### src/rtl/simd_pkg.sv
// Shared SIMD PE array types: opcodes, writeback FSM states, lane vectors.
// Imported by the writeback stage and its lane packer.
package simd_pkg;

  localparam int DATA_WIDTH_DEF  = 32;
  localparam int PE_ELEMENTS_DEF = 4;

  typedef enum logic [3:0] {
    NOOP,
    ADD,
    SUB,
    MUL,
    DOTP,
    STORE_TEMP_S1,
    STORE_TEMP_S2,
    STORE_RESULT,
    STOP
  } opcode_t;

  typedef enum logic [1:0] {
    IDLE,
    RUN,
    DRAIN,
    DONE
  } writer_state_t;

  typedef logic [PE_ELEMENTS_DEF-1:0][DATA_WIDTH_DEF-1:0] lane_vec_t;

endpackage

### src/rtl/pe_lane_packer.sv
// Result packing buffer: lane data, lane mask and next-free-lane pointer.
// A commit empties the buffer before same-cycle stage data is applied.
module pe_lane_packer
  import simd_pkg::*;
#(
  parameter int DATA_WIDTH  = 32,
  parameter int PE_ELEMENTS = 4
) (
  input  logic                              clk,
  input  logic                              rst,
  input  logic                              clear,
  input  logic                              run,
  input  logic                              commit,
  input  logic                              stage1_valid,
  input  logic [PE_ELEMENTS*DATA_WIDTH-1:0] stage1_data,
  input  logic                              stage2_valid,
  input  logic [DATA_WIDTH-1:0]             stage2_data,
  output logic [PE_ELEMENTS*DATA_WIDTH-1:0] buffer,
  output logic [PE_ELEMENTS-1:0]            mask,
  output logic                              overflow,
  output logic                              conflict
);

  localparam int PW = $clog2(PE_ELEMENTS + 1);

  logic [PE_ELEMENTS*DATA_WIDTH-1:0] buf_q, buf_d, base_buf;
  logic [PE_ELEMENTS-1:0]            mask_q, mask_d, base_mask;
  logic [PW-1:0]                     ptr_q, ptr_d, base_ptr;

  always_comb begin
    base_buf  = commit ? '0 : buf_q;
    base_mask = commit ? '0 : mask_q;
    base_ptr  = commit ? '0 : ptr_q;
    buf_d     = base_buf;
    mask_d    = base_mask;
    ptr_d     = base_ptr;
    overflow  = 1'b0;
    conflict  = 1'b0;
    if (clear) begin
      buf_d  = '0;
      mask_d = '0;
      ptr_d  = '0;
    end else if (run) begin
      conflict = stage1_valid & stage2_valid;
      if (stage1_valid) begin
        buf_d  = stage1_data;
        mask_d = '1;
        ptr_d  = PW'(PE_ELEMENTS);
      end else if (stage2_valid) begin
        if (base_ptr < PW'(PE_ELEMENTS)) begin
          for (int i = 0; i < PE_ELEMENTS; i++) begin
            if (base_ptr == PW'(i)) begin
              buf_d[i*DATA_WIDTH +: DATA_WIDTH] = stage2_data;
              mask_d[i] = 1'b1;
            end
          end
          ptr_d = base_ptr + 1'b1;
        end else begin
          overflow = 1'b1;
        end
      end
    end
  end

  always_ff @(posedge clk) begin
    if (rst) begin
      buf_q  <= '0;
      mask_q <= '0;
      ptr_q  <= '0;
    end else begin
      buf_q  <= buf_d;
      mask_q <= mask_d;
      ptr_q  <= ptr_d;
    end
  end

  assign buffer = buf_q;
  assign mask   = mask_q;

endmodule

### src/rtl/pe_result_writer.sv
// Writeback stage of the SIMD PE array: commits packed result words to
// the result RAM and reports program completion.
module pe_result_writer
  import simd_pkg::*;
#(
  parameter int DATA_WIDTH      = 32,
  parameter int PE_ELEMENTS     = 4,
  parameter int DRAM_DEPTH      = 256,
  parameter int DRAM_ADDR_WIDTH = $clog2(DRAM_DEPTH)
) (
  input  logic                              clk,
  input  logic                              rst,
  input  logic                              start,
  input  logic                              stage1_valid,
  input  logic [PE_ELEMENTS*DATA_WIDTH-1:0] stage1_data,
  input  logic                              stage2_valid,
  input  logic [DATA_WIDTH-1:0]             stage2_data,
  input  logic                              store_result,
  input  logic                              stop_in,
  output logic [DRAM_ADDR_WIDTH-1:0]        ram_result_write_addr,
  output logic [PE_ELEMENTS*DATA_WIDTH-1:0] ram_result_write_data,
  output logic                              ram_result_wr_en,
  output logic [PE_ELEMENTS-1:0]            ram_result_wr_mask,
  output logic [DRAM_ADDR_WIDTH:0]          words_written,
  output logic                              done,
  output logic                              err_overflow,
  output logic                              err_conflict,
  output logic                              err_wrap
);

  localparam int AW = DRAM_ADDR_WIDTH;

  writer_state_t state_q, state_d;

  logic [PE_ELEMENTS*DATA_WIDTH-1:0] pk_buf, pk_data;
  logic [PE_ELEMENTS-1:0]            pk_mask;
  logic                              pk_overflow, pk_conflict;
  logic                              run, commit;
  logic [AW-1:0]                     wr_ptr;
  logic                              ptr_last;

  pe_lane_packer #(
    .DATA_WIDTH  (DATA_WIDTH),
    .PE_ELEMENTS (PE_ELEMENTS)
  ) u_packer (
    .clk          (clk),
    .rst          (rst),
    .clear        (start),
    .run          (run),
    .commit       (commit),
    .stage1_valid (stage1_valid),
    .stage1_data  (stage1_data),
    .stage2_valid (stage2_valid),
    .stage2_data  (stage2_data),
    .buffer       (pk_buf),
    .mask         (pk_mask),
    .overflow     (pk_overflow),
    .conflict     (pk_conflict)
  );

  always_ff @(posedge clk) begin
    if (rst) begin
      state_q <= IDLE;
    end else if (start) begin
      state_q <= RUN;
    end else begin
      state_q <= state_d;
    end
  end

  // DRAIN holds until a same-cycle stop leftover has been flushed too
  always_comb begin
    state_d = state_q;
    unique case (state_q)
      IDLE:    state_d = IDLE;
      RUN:     if (stop_in) state_d = DRAIN;
      DRAIN:   if (pk_mask == '0) state_d = DONE;
      DONE:    state_d = DONE;
      default: state_d = IDLE;
    endcase
  end

  always_comb begin
    run    = 1'b0;
    commit = 1'b0;
    if (!start) begin
      unique case (state_q)
        RUN: begin
          run    = 1'b1;
          commit = (store_result | stop_in) & (pk_mask != '0);
        end
        DRAIN:   commit = (pk_mask != '0);
        default: commit = 1'b0;
      endcase
    end
  end

  always_comb begin
    for (int i = 0; i < PE_ELEMENTS; i++) begin
      pk_data[i*DATA_WIDTH +: DATA_WIDTH] =
        pk_buf[i*DATA_WIDTH +: DATA_WIDTH] & {DATA_WIDTH{pk_mask[i]}};
    end
  end

  assign ptr_last = (wr_ptr == AW'(DRAM_DEPTH - 1));

  always_ff @(posedge clk) begin
    if (rst || start) begin
      ram_result_write_addr <= '0;
      ram_result_write_data <= '0;
      ram_result_wr_en      <= 1'b0;
      ram_result_wr_mask    <= '0;
      wr_ptr                <= '0;
      words_written         <= '0;
      err_overflow          <= 1'b0;
      err_conflict          <= 1'b0;
      err_wrap              <= 1'b0;
    end else begin
      ram_result_wr_en <= commit;
      if (commit) begin
        ram_result_write_addr <= wr_ptr;
        ram_result_write_data <= pk_data;
        ram_result_wr_mask    <= pk_mask;
        wr_ptr                <= ptr_last ? '0 : wr_ptr + 1'b1;
        if (ptr_last) err_wrap <= 1'b1;
        if (words_written != '1) words_written <= words_written + 1'b1;
      end
      if (pk_overflow) err_overflow <= 1'b1;
      if (pk_conflict) err_conflict <= 1'b1;
    end
  end

  assign done = (state_q == DONE);

endmodule

### config.mk
export PLATFORM = sky130hd
export DESIGN_NAME = pe_result_writer
export DESIGN_NICKNAME = d
export VERILOG_FILES = /design/src/rtl/simd_pkg.sv /design/src/rtl/pe_lane_packer.sv /design/src/rtl/pe_result_writer.sv
export SDC_FILE = /design/constraint.sdc
export NUM_CORES = 1
export LEC_CHECK = 0
export CAP_MARGIN = 30
export CORE_ASPECT_RATIO = 0.9
export CORE_MARGIN = 2
export CORE_UTILIZATION = 47
export DETAILED_ROUTE_END_ITERATION = 8
export PLACE_DENSITY = 0.86
export SYNTH_ARGS = -nofsm -noshare
export SYNTH_HDL_FRONTEND = slang
export SYNTH_HIERARCHICAL = 1
export SYNTH_SLANG_ARGS = --single-unit
### constraint.sdc
create_clock -name clk -period 3.65 [get_ports clk]
set_clock_uncertainty 0.15 [all_clocks]
set_input_delay 0.73 -clock clk [delete_from_list [all_inputs] [get_ports clk]]
set_output_delay 0.73 -clock clk [all_outputs]
set_load 0.02 [all_outputs]
==> results.cfg, run 1 <==
[outcome]
outcome = completed

[logic_synthesis]
synth_top_area_frac = 0.477
ys_warn_count = 6
netlist_instances = 1476
syn_nets = 1650
yosysSeqAreaShare = 0.477
yosys-top-cells-area = dfxtp_1 48%, a21oi_1 7.1%, nand2_1 6.7%
synth_edf_count = 0
yosysUniqueCellTypes = 57
synth_top_area_cell = dfxtp_1
ys_ff_latch = 298
async_flop_share = 0
synth_flop_cell = dfxtp_1
synthTopCellsByCount = 298 x dfxtp_1, 223 x nand2_1, 178 x a21oi_1
synth_area_um2 = 12500
yosysMostFrequentCell = dfxtp_1
avgSynthCellArea_um2 = 8.47

[power_and_ir_drop]
vdd_drop_max_uv = 398
power_frac_comb = 0.078
p_sw_frac = 0.231
p_leak_nw = 5.70
power_frac_seq = 0.462
power_density_nw_per_um2 = 420
p_switching_mw = 1.65
clockPowerShare = 0.460
p_int_mw = 5.49

[final_layout]
syn_to_final_growth_pct = 35.9
fillers = 2114
multiInputGateArea_um2 = 5880
seqCellArea_um2 = 5970
drive_above_1_share = 0.0684
layout.nets = 1890

[floorplanning]
die_h_um = 159
die_w_um = 176
initial_core_util = 0.479
ios = 321
rows = 56
dieArea_um2 = 27900
core_um2 = 26100

[global_route]
grt_pass1_wl_um = 67200
grt_usage = 0.302
overflow = 0
grt_start_max_net_pins = 129
antenna_found_initial = 3
grt_pass1_vias = 12260

[sta]
slew_headroom = 0.474
setup_tns_ns = 0
setup_slack_ns = 0.875
setup_viol = 0
final-max-slew-violation-count = 0
finalHoldViolations = 0
period_needed_ns = 2.78
rsz0062_at_grt = no
worstMarginPinSlew_ns = 0.786
period_share = 0.760
max_freq_mhz = 360

[min_path]
holdCritPathClass = flip-flop to flip-flop

[clocking]
cts_tree = done
htreeDepth = 1
cts_buffer_depth = 3
cts_resized = 0
postCtsSetupBuffers = 0
numCtsBuffers = 30
ctsHoldBuffers = 0
clkSinkCount = 298
clockRootBuffer = clkbuf_16
cts.reportedPaths.clkPinSlew_ns = 0.06
clock_latency_ns = 0.55

[drt]
drt-total-wl_um = 44200
dr.pass1.iters = 5
wire_per_inst_um = 21.1
viasPerCell = 6.05
dr.first_iter.drc_count = 1639
vias = 12659
ant_nets = 0
drc = 0

[placed_design]
place_congestion = 0.897
post-place-ws_ns = 0.386
dp_hpwl_um = 29600
io_buffers = 320

[setup_path]
end_kind = flip-flop
worstPathMaxFanout = 79
cp.arrival_ns = 3.03
start_kind = input pin
critPathRequiredTime_ns = 3.90
worstSetupPathType = input pin to flip-flop

[flow_run]
maxCapViolations = 0
per-stage QoR:
stage                util  total power, mW  cell area, µm²  instances  hold WS, ns
floorplan               -             3.60           12500       1476        0.296
global placement    0.608             3.90           15900       2031        0.289
global route        0.650             7.34           17000       2091        0.324
detailed placement  0.609             3.92           15900       2032        0.293
CTS                 0.650             7.16           17000       2088        0.301
finish              0.650             7.14           17000       2091        0.301
metal layers:
| layer | up-vias | wire length, µm | track usage |
|---|---|---|---|
| met5 | - | 0 | 0 |
| met4 | 0 | 2050 | 0.132 |
| met3 | 115 | 4510 | 0.0647 |
| met2 | 746 | 20800 | 0.492 |
| met1 | 5969 | 16800 | 0.384 |
| li1 | 5829 | - | - |
flip-flops by register name, indices dropped and copies added (netlist names):
register / cells
u_packer/mask: 4
err_overflow: 1
words_written: 9
err_conflict: 1
err_wrap: 1
u_packer/ptr_q: 3
wr_ptr: 8
u_packer/buffer: 128
ram_result_write_data: 128
state_q: 2
ram_result_wr_en: 1
ram_result_wr_mask: 4
ram_result_write_addr: 8
power by group through the flow:
stage / Sequential (mW) / Clock [mW] / Combinational, mW
after floorplan: 3.36 / 0 / 0.235
after global placement: 3.37 / 0 / 0.535
after detailed placement: 3.37 / 0 / 0.546
after CTS: 3.30 / 3.32 / 0.550
after global routing: 3.30 / 3.45 / 0.589
final: 3.30 / 3.29 / 0.558
critical path, stage by stage:
cell and delay, ns:
clkdlybuf4s50_1 0.53, nand2b_4 0.21, a211o_4 0.30, inv_6 0.10, buf_12 0.28, clkinv_2 0.14
buf_12 0.22, a21o_1 0.22, o22ai_1 0.13, a211oi_1 0.08
kinds of logic after synthesis:
kind of cell / Yosys count / synth area share
multiplexers: 22 / 0.0177
XOR/XNOR: 2 / 0.00140
buffers and inverters: 156 / 0.0565
flip-flops: 298 / 0.477
AO/OA/AOI/OAI: 483 / 0.251
AND/OR/NAND/NOR: 508 / 0.190
adder cells (fa/ha/maj): 7 / 0.00700
path summary, 6_finish.rpt:
path / from / to / slack (ns) / cells after the start
worst max-delay path: start / u_packer/buffer[52] / 0.87 / 10
worst min-delay path: ram_result_write_data[83] / ram_result_write_data[83] / 0.30 / 2
worst max register to register: state_q[0] / u_packer/buffer[52] / 0.92 / 11
worst min register to register: ram_result_write_data[83] / ram_result_write_data[83] / 0.30 / 2
cell type report:
type,count,area share
clock buffer,40,0.0512
inverter,8,0.00214
clock inverter,16,0.0116
antenna,3,0.000442
timing repair buffer,356,0.212
multi-input combinational,1022,0.346
sequential,298,0.351
tap,348,0.0256
layout by cell type, fill, tap and decap left out, drive strengths merged, types with 4 or more instances in the layout:
cell type and n:
nand3 144, nor2 54, and2 5, a221oi 56
dfxtp 298, a21o 29, a211oi 38, bufinv 4
inv 7, o22ai 46, a22oi 28, buf 37
mux2i 21, ha 7, a21oi 178, o31ai 6
nand2 223, or3 5, clkinv 11, clkdlybuf4s50 319
nand2b 5, clkbuf 40, o21ai 70, nor3 13
or4 5, nor2b 33, nand4 4, o221ai 22
(Power assumes the default switching activity.)
==> run 2, diff against run 1 <==
==> constraint.sdc (replaced) <==
create_clock -name clk -period 2.75 [get_ports clk]
set_clock_uncertainty 0.15 [all_clocks]
set_input_delay 0.55 -clock clk [delete_from_list [all_inputs] [get_ports clk]]
set_output_delay 0.55 -clock clk [all_outputs]
set_load 0.02 [all_outputs]
==> results.cfg, run 2 (synthesis gave the netlist of run 1 again) <==
[drt]
dr.first_iter.drc_count = 1606
drc = 0
ant_nets = 0
wire_per_inst_um = 20.8
dr.pass1.iters = 6
vias = 12902
drt-total-wl_um = 44200
viasPerCell = 6.09

[min_path]
holdCritPathClass = flip-flop to flip-flop
hold_start = ram_result_write_data[73]

[global_route]
grt_pass1_wl_um = 67600
antenna_found_initial = 4
grt_start_max_net_pins = 97
grt_pass1_vias = 12328
overflow = 0
grt_usage = 0.302

[sta]
period_needed_ns = 2.57
max_freq_mhz = 388
slew_headroom = 0.408
final-max-slew-violation-count = 0
finalHoldViolations = 0
worstMarginPinSlew_ns = 0.884
rsz0062_at_grt = no
setup_viol = 0
period_share = 0.936

[placed_design]
dp_hpwl_um = 30200
place_congestion = 0.914
dpl_cell_area_um2 = 16200
io_buffers = 320

[floorplanning]
dieArea_um2 = 27900
die_h_um = 159
initial_core_util = 0.479
core_um2 = 26100
die_w_um = 176
rows = 56
ios = 321

[setup_path]
crit_end = u_packer/buffer[100]
start_kind = flip-flop
end_kind = flip-flop
r2r_start = state_q[1]
r2r_setup_slack_ns = 0.18
worstSetupPathType = flip-flop to flip-flop
cp.arrival_ns = 2.90
worstPathMaxFanout = 24
cp-startpoint = state_q[1]
critPathRequiredTime_ns = 3.07
ff2ff_path_depth = 11
rr_endpoint = u_packer/buffer[100]

[outcome]
outcome = completed

[final_layout]
fin_area_um2 = 17300
fillers = 2080
final_cell_mix = 319 x clkdlybuf4s50_1, 298 x dfxtp_1, 222 x nand2_1
syn_to_final_growth_pct = 38.3
final_common_cell = clkdlybuf4s50_1
final_util = 0.662
layout.nets = 1919
drive_above_1_share = 0.0815

[clocking]
cts_tree = done
cts_resized = 0
ctsHoldBuffers = 0
clock_latency_ns = 0.56
clockRootBuffer = clkbuf_16
postCtsSetupBuffers = 0
cts_buffer_depth = 3
cts.reportedPaths.clkPinSlew_ns = 0.06
numCtsBuffers = 31
htreeDepth = 1
clkSinkCount = 298

[flow_run]
maxCapViolations = 0

[power_and_ir_drop]
power_density_nw_per_um2 = 547
p_leak_nw = 5.87
vdd_drop_max_uv = 470
run 2: cell type report:
type / instances / area (µm²) / area share
Sequential cell: 298 / 5970 / 0.345
Multi-Input combinational cell: 1022 / 5890 / 0.340
Timing Repair Buffer: 384 / 3930 / 0.227
Clock buffer: 42 / 867 / 0.0501
Tap cell: 348 / 435 / 0.0252
Clock inverter: 13 / 173 / 0.00998
Inverter: 8 / 36.3 / 0.00210
Antenna cell: 4 / 10.0 / 0.000579
run 2: worst min path at each step:
stage | endpoint | slack [ns] | cells after the start
6_report | ram_result_write_data[73] | 0.30 | 2
3_5_place_dp | ram_result_write_data[3] | 0.29 | 2
3_3_place_gp | ram_result_write_data[110] | 0.29 | 2
4_1_cts | ram_result_write_data[73] | 0.30 | 2
5_1_grt | ram_result_write_data[108] | 0.31 | 2
2_1_floorplan | u_packer/mask[0] | 0.30 | 2
run 2: stage by stage:
stage	std cells	hold WS, ns	setup TNS (ns)	setup slack (ns)	power (mW)
global route	2119	0.314	0	0.00713	9.72
finish	2119	0.300	0	0.175	9.46
detailed placement	2060	0.294	-9.82	-0.240	5.23
floorplan	1476	0.296	0	0.00121	4.78
CTS	2115	0.302	0	0.180	9.49
global placement	2060	0.287	-1.84	-0.0848	5.22
run 2: power by group:
group / internal, mW / total (mW) / leakage [nW] / switching [mW]
sequential: 4.35 / 4.38 / 2.40 / 0.0244
combinational: 0.366 / 0.772 / 2.95 / 0.406
clock: 2.57 / 4.30 / 0.518 / 1.73
total: 7.29 / 9.46 / 5.87 / 2.16
run 2: layer usage:
layer,part of all wire,global-route usage
met3,0.088,0.0601
met2,0.46,0.490
met1,0.39,0.382
met4,0.058,0.150
met5,0,0
run 2: critical path: stages, from the launching register on:
cell and delay (ns):
dfxtp_1 0.33, inv_1 0.09, ha_1 0.22, o21ai_1 0.15
a211o_4 0.39, inv_6 0.10, buf_4 0.28, nor2b_1 0.10
nand4b_1 0.12, buf_4 0.18, o221ai_1 0.17, a21oi_1 0.22
==> run 3, diff against run 2 <==
==> constraint.sdc (replaced) <==
create_clock -name clk -period 2.5 [get_ports clk]
set_clock_uncertainty 0.15 [all_clocks]
set_input_delay 0.5 -clock clk [delete_from_list [all_inputs] [get_ports clk]]
set_output_delay 0.5 -clock clk [all_outputs]
set_load 0.02 [all_outputs]
==> results.cfg, run 3 (synthesis gave the netlist of run 1 again) <==
[drt]
dr.pass1.iters = 6
drt-total-wl_um = 44600
vias = 12969
wire_per_inst_um = 20.9
drc = 0
ant_nets = 0
viasPerCell = 6.07
dr.first_iter.drc_count = 1699

[sta]
period_needed_ns = 2.39
slew_headroom = 0.467
finalHoldViolations = 0
period_share = 0.955
setup_viol = 0
max_freq_mhz = 419
rsz0062_at_grt = no
final-max-slew-violation-count = 0
worstMarginPinSlew_ns = 0.796

[clocking]
cts_buffer_depth = 3
clockRootBuffer = clkbuf_16
ctsHoldBuffers = 0
htreeDepth = 1
cts_tree = done
postCtsSetupBuffers = 0
clock_latency_ns = 0.55
clkSinkCount = 298
numCtsBuffers = 30
cts_resized = 0
cts.reportedPaths.clkPinSlew_ns = 0.07

[floorplanning]
ios = 321
die_w_um = 176
core_um2 = 26100
dieArea_um2 = 27900
initial_core_util = 0.479
die_h_um = 159
rows = 56

[global_route]
grt_pass1_wl_um = 68000
overflow = 0
antenna_found_initial = 2
grt_start_max_net_pins = 103
grt_usage = 0.305
grt_pass1_vias = 12384

[final_layout]
layout.nets = 1936
final_cell_mix = 319 x clkdlybuf4s50_1, 296 x dfxtp_1, 222 x nand2_1
drive_above_1_share = 0.105
fillers = 2017
final_cells = 2135
final_common_cell = clkdlybuf4s50_1
multiInputGateArea_um2 = 5990
seqCellArea_um2 = 5970
syn_to_final_growth_pct = 41.6

[setup_path]
critPathRequiredTime_ns = 2.80
r2r_start = state_q[1]
end_kind = flip-flop
start_kind = flip-flop
worstSetupPathType = flip-flop to flip-flop
r2r_setup_slack_ns = 0.11
cp.arrival_ns = 2.69
ff2ff_path_depth = 9
worstPathMaxFanout = 18
rr_endpoint = u_packer/buffer[112]

[power_and_ir_drop]
power_frac_comb = 0.084
p_sw_frac = 0.224
p_leak_nw = 6.03
p_switching_mw = 2.38
power_frac_seq = 0.455
finalPower_mw = 10.6
vdd_drop_max_uv = 489
p_int_mw = 8.22
power_density_nw_per_um2 = 598
clockPowerShare = 0.461

[outcome]
outcome = completed

[placed_design]
place_congestion = 0.920
dp_cells = 2078
io_buffers = 320
dp_hpwl_um = 31200

[min_path]
hold_start = ram_result_write_data[53]
hold_depth = 2
holdCritPathClass = flip-flop to flip-flop
min_to = ram_result_write_data[53]

[flow_run]
maxCapViolations = 0
-- run 3: changes by cell type in the layout (fill, tap and decap cells not counted), sizes merged --
cell and change:
clkbuf +3, diode -3, buf +18, clkinv -2, clkinvlp +1, inv -1
-- run 3: area by class of cell --
type | count | share of cell area
diodes | 1 | 0.000141
clock buffers | 45 | 0.0530
clock inverters | 11 | 0.00911
inverters | 8 | 0.00205
multi-input cells | 1022 | 0.338
flip-flops and latches | 298 | 0.337
well taps | 348 | 0.0246
repair buffers | 402 | 0.236
-- run 3: worst max-delay path: stages (launching register included) --
cell and delay [ns]:
dfxtp_2 0.37, inv_2 0.07, ha_4 0.28, nand2b_4 0.06, a211o_4 0.33, inv_6 0.09
and4bb_2 0.26, and2_1 0.20, buf_12 0.18, a221oi_1 0.31
-- run 3: per-stage QoR --
stage                     worst slack, ns  setup TNS (ns)  utilization  hold slack [ns]  cell area [µm²]
after floorplan                   -0.0357          -0.370            -            0.296            12700
after global placement             -0.150           -9.06        0.635            0.290            16600
after detailed placement           -0.255          -15.41        0.635            0.293            16600
after CTS                          0.0865               0        0.677            0.301            17700
after global routing              0.00431               0        0.678            0.317            17700
final                               0.112               0        0.678            0.300            17700
-- run 3: power by group through the flow --
stage | logic [mW] | registers (mW) | clock network [mW]
3_3_place_gp | 0.857 | 4.92 | 0
3_5_place_dp | 0.869 | 4.92 | 0
6_report | 0.894 | 4.82 | 4.88
5_1_grt | 0.939 | 4.82 | 5.15
4_1_cts | 0.876 | 4.82 | 4.94
2_1_floorplan | 0.362 | 4.91 | 0
-- run 3: worst max path at each step --
| stage | from | endpoint | slack [ns] | cells past startpoint |
|---|---|---|---|---|
| 3_3_place_gp | stop_in | u_packer/buffer[124] | -0.15 | 8 |
| 2_1_floorplan | u_packer/mask[2] | u_packer/buffer[86] | -0.04 | 11 |
| 4_1_cts | state_q[1] | u_packer/buffer[120] | 0.09 | 9 |
| 6_report | state_q[1] | u_packer/buffer[112] | 0.11 | 9 |
| 3_5_place_dp | stop_in | u_packer/buffer[120] | -0.25 | 8 |
| 5_1_grt | state_q[1] | u_packer/buffer[108] | 0.004 | 9 |
-- run 3: per-layer routing --
| layer | vias up | wire (µm) | GRT usage |
|---|---|---|---|
| li1 | 5943 | - | - |
| met1 | 6087 | 17100 | 0.384 |
| met2 | 789 | 20700 | 0.496 |
| met3 | 148 | 4480 | 0.0647 |
| met4 | 2 | 2310 | 0.144 |
| met5 | - | 13 | 0 |
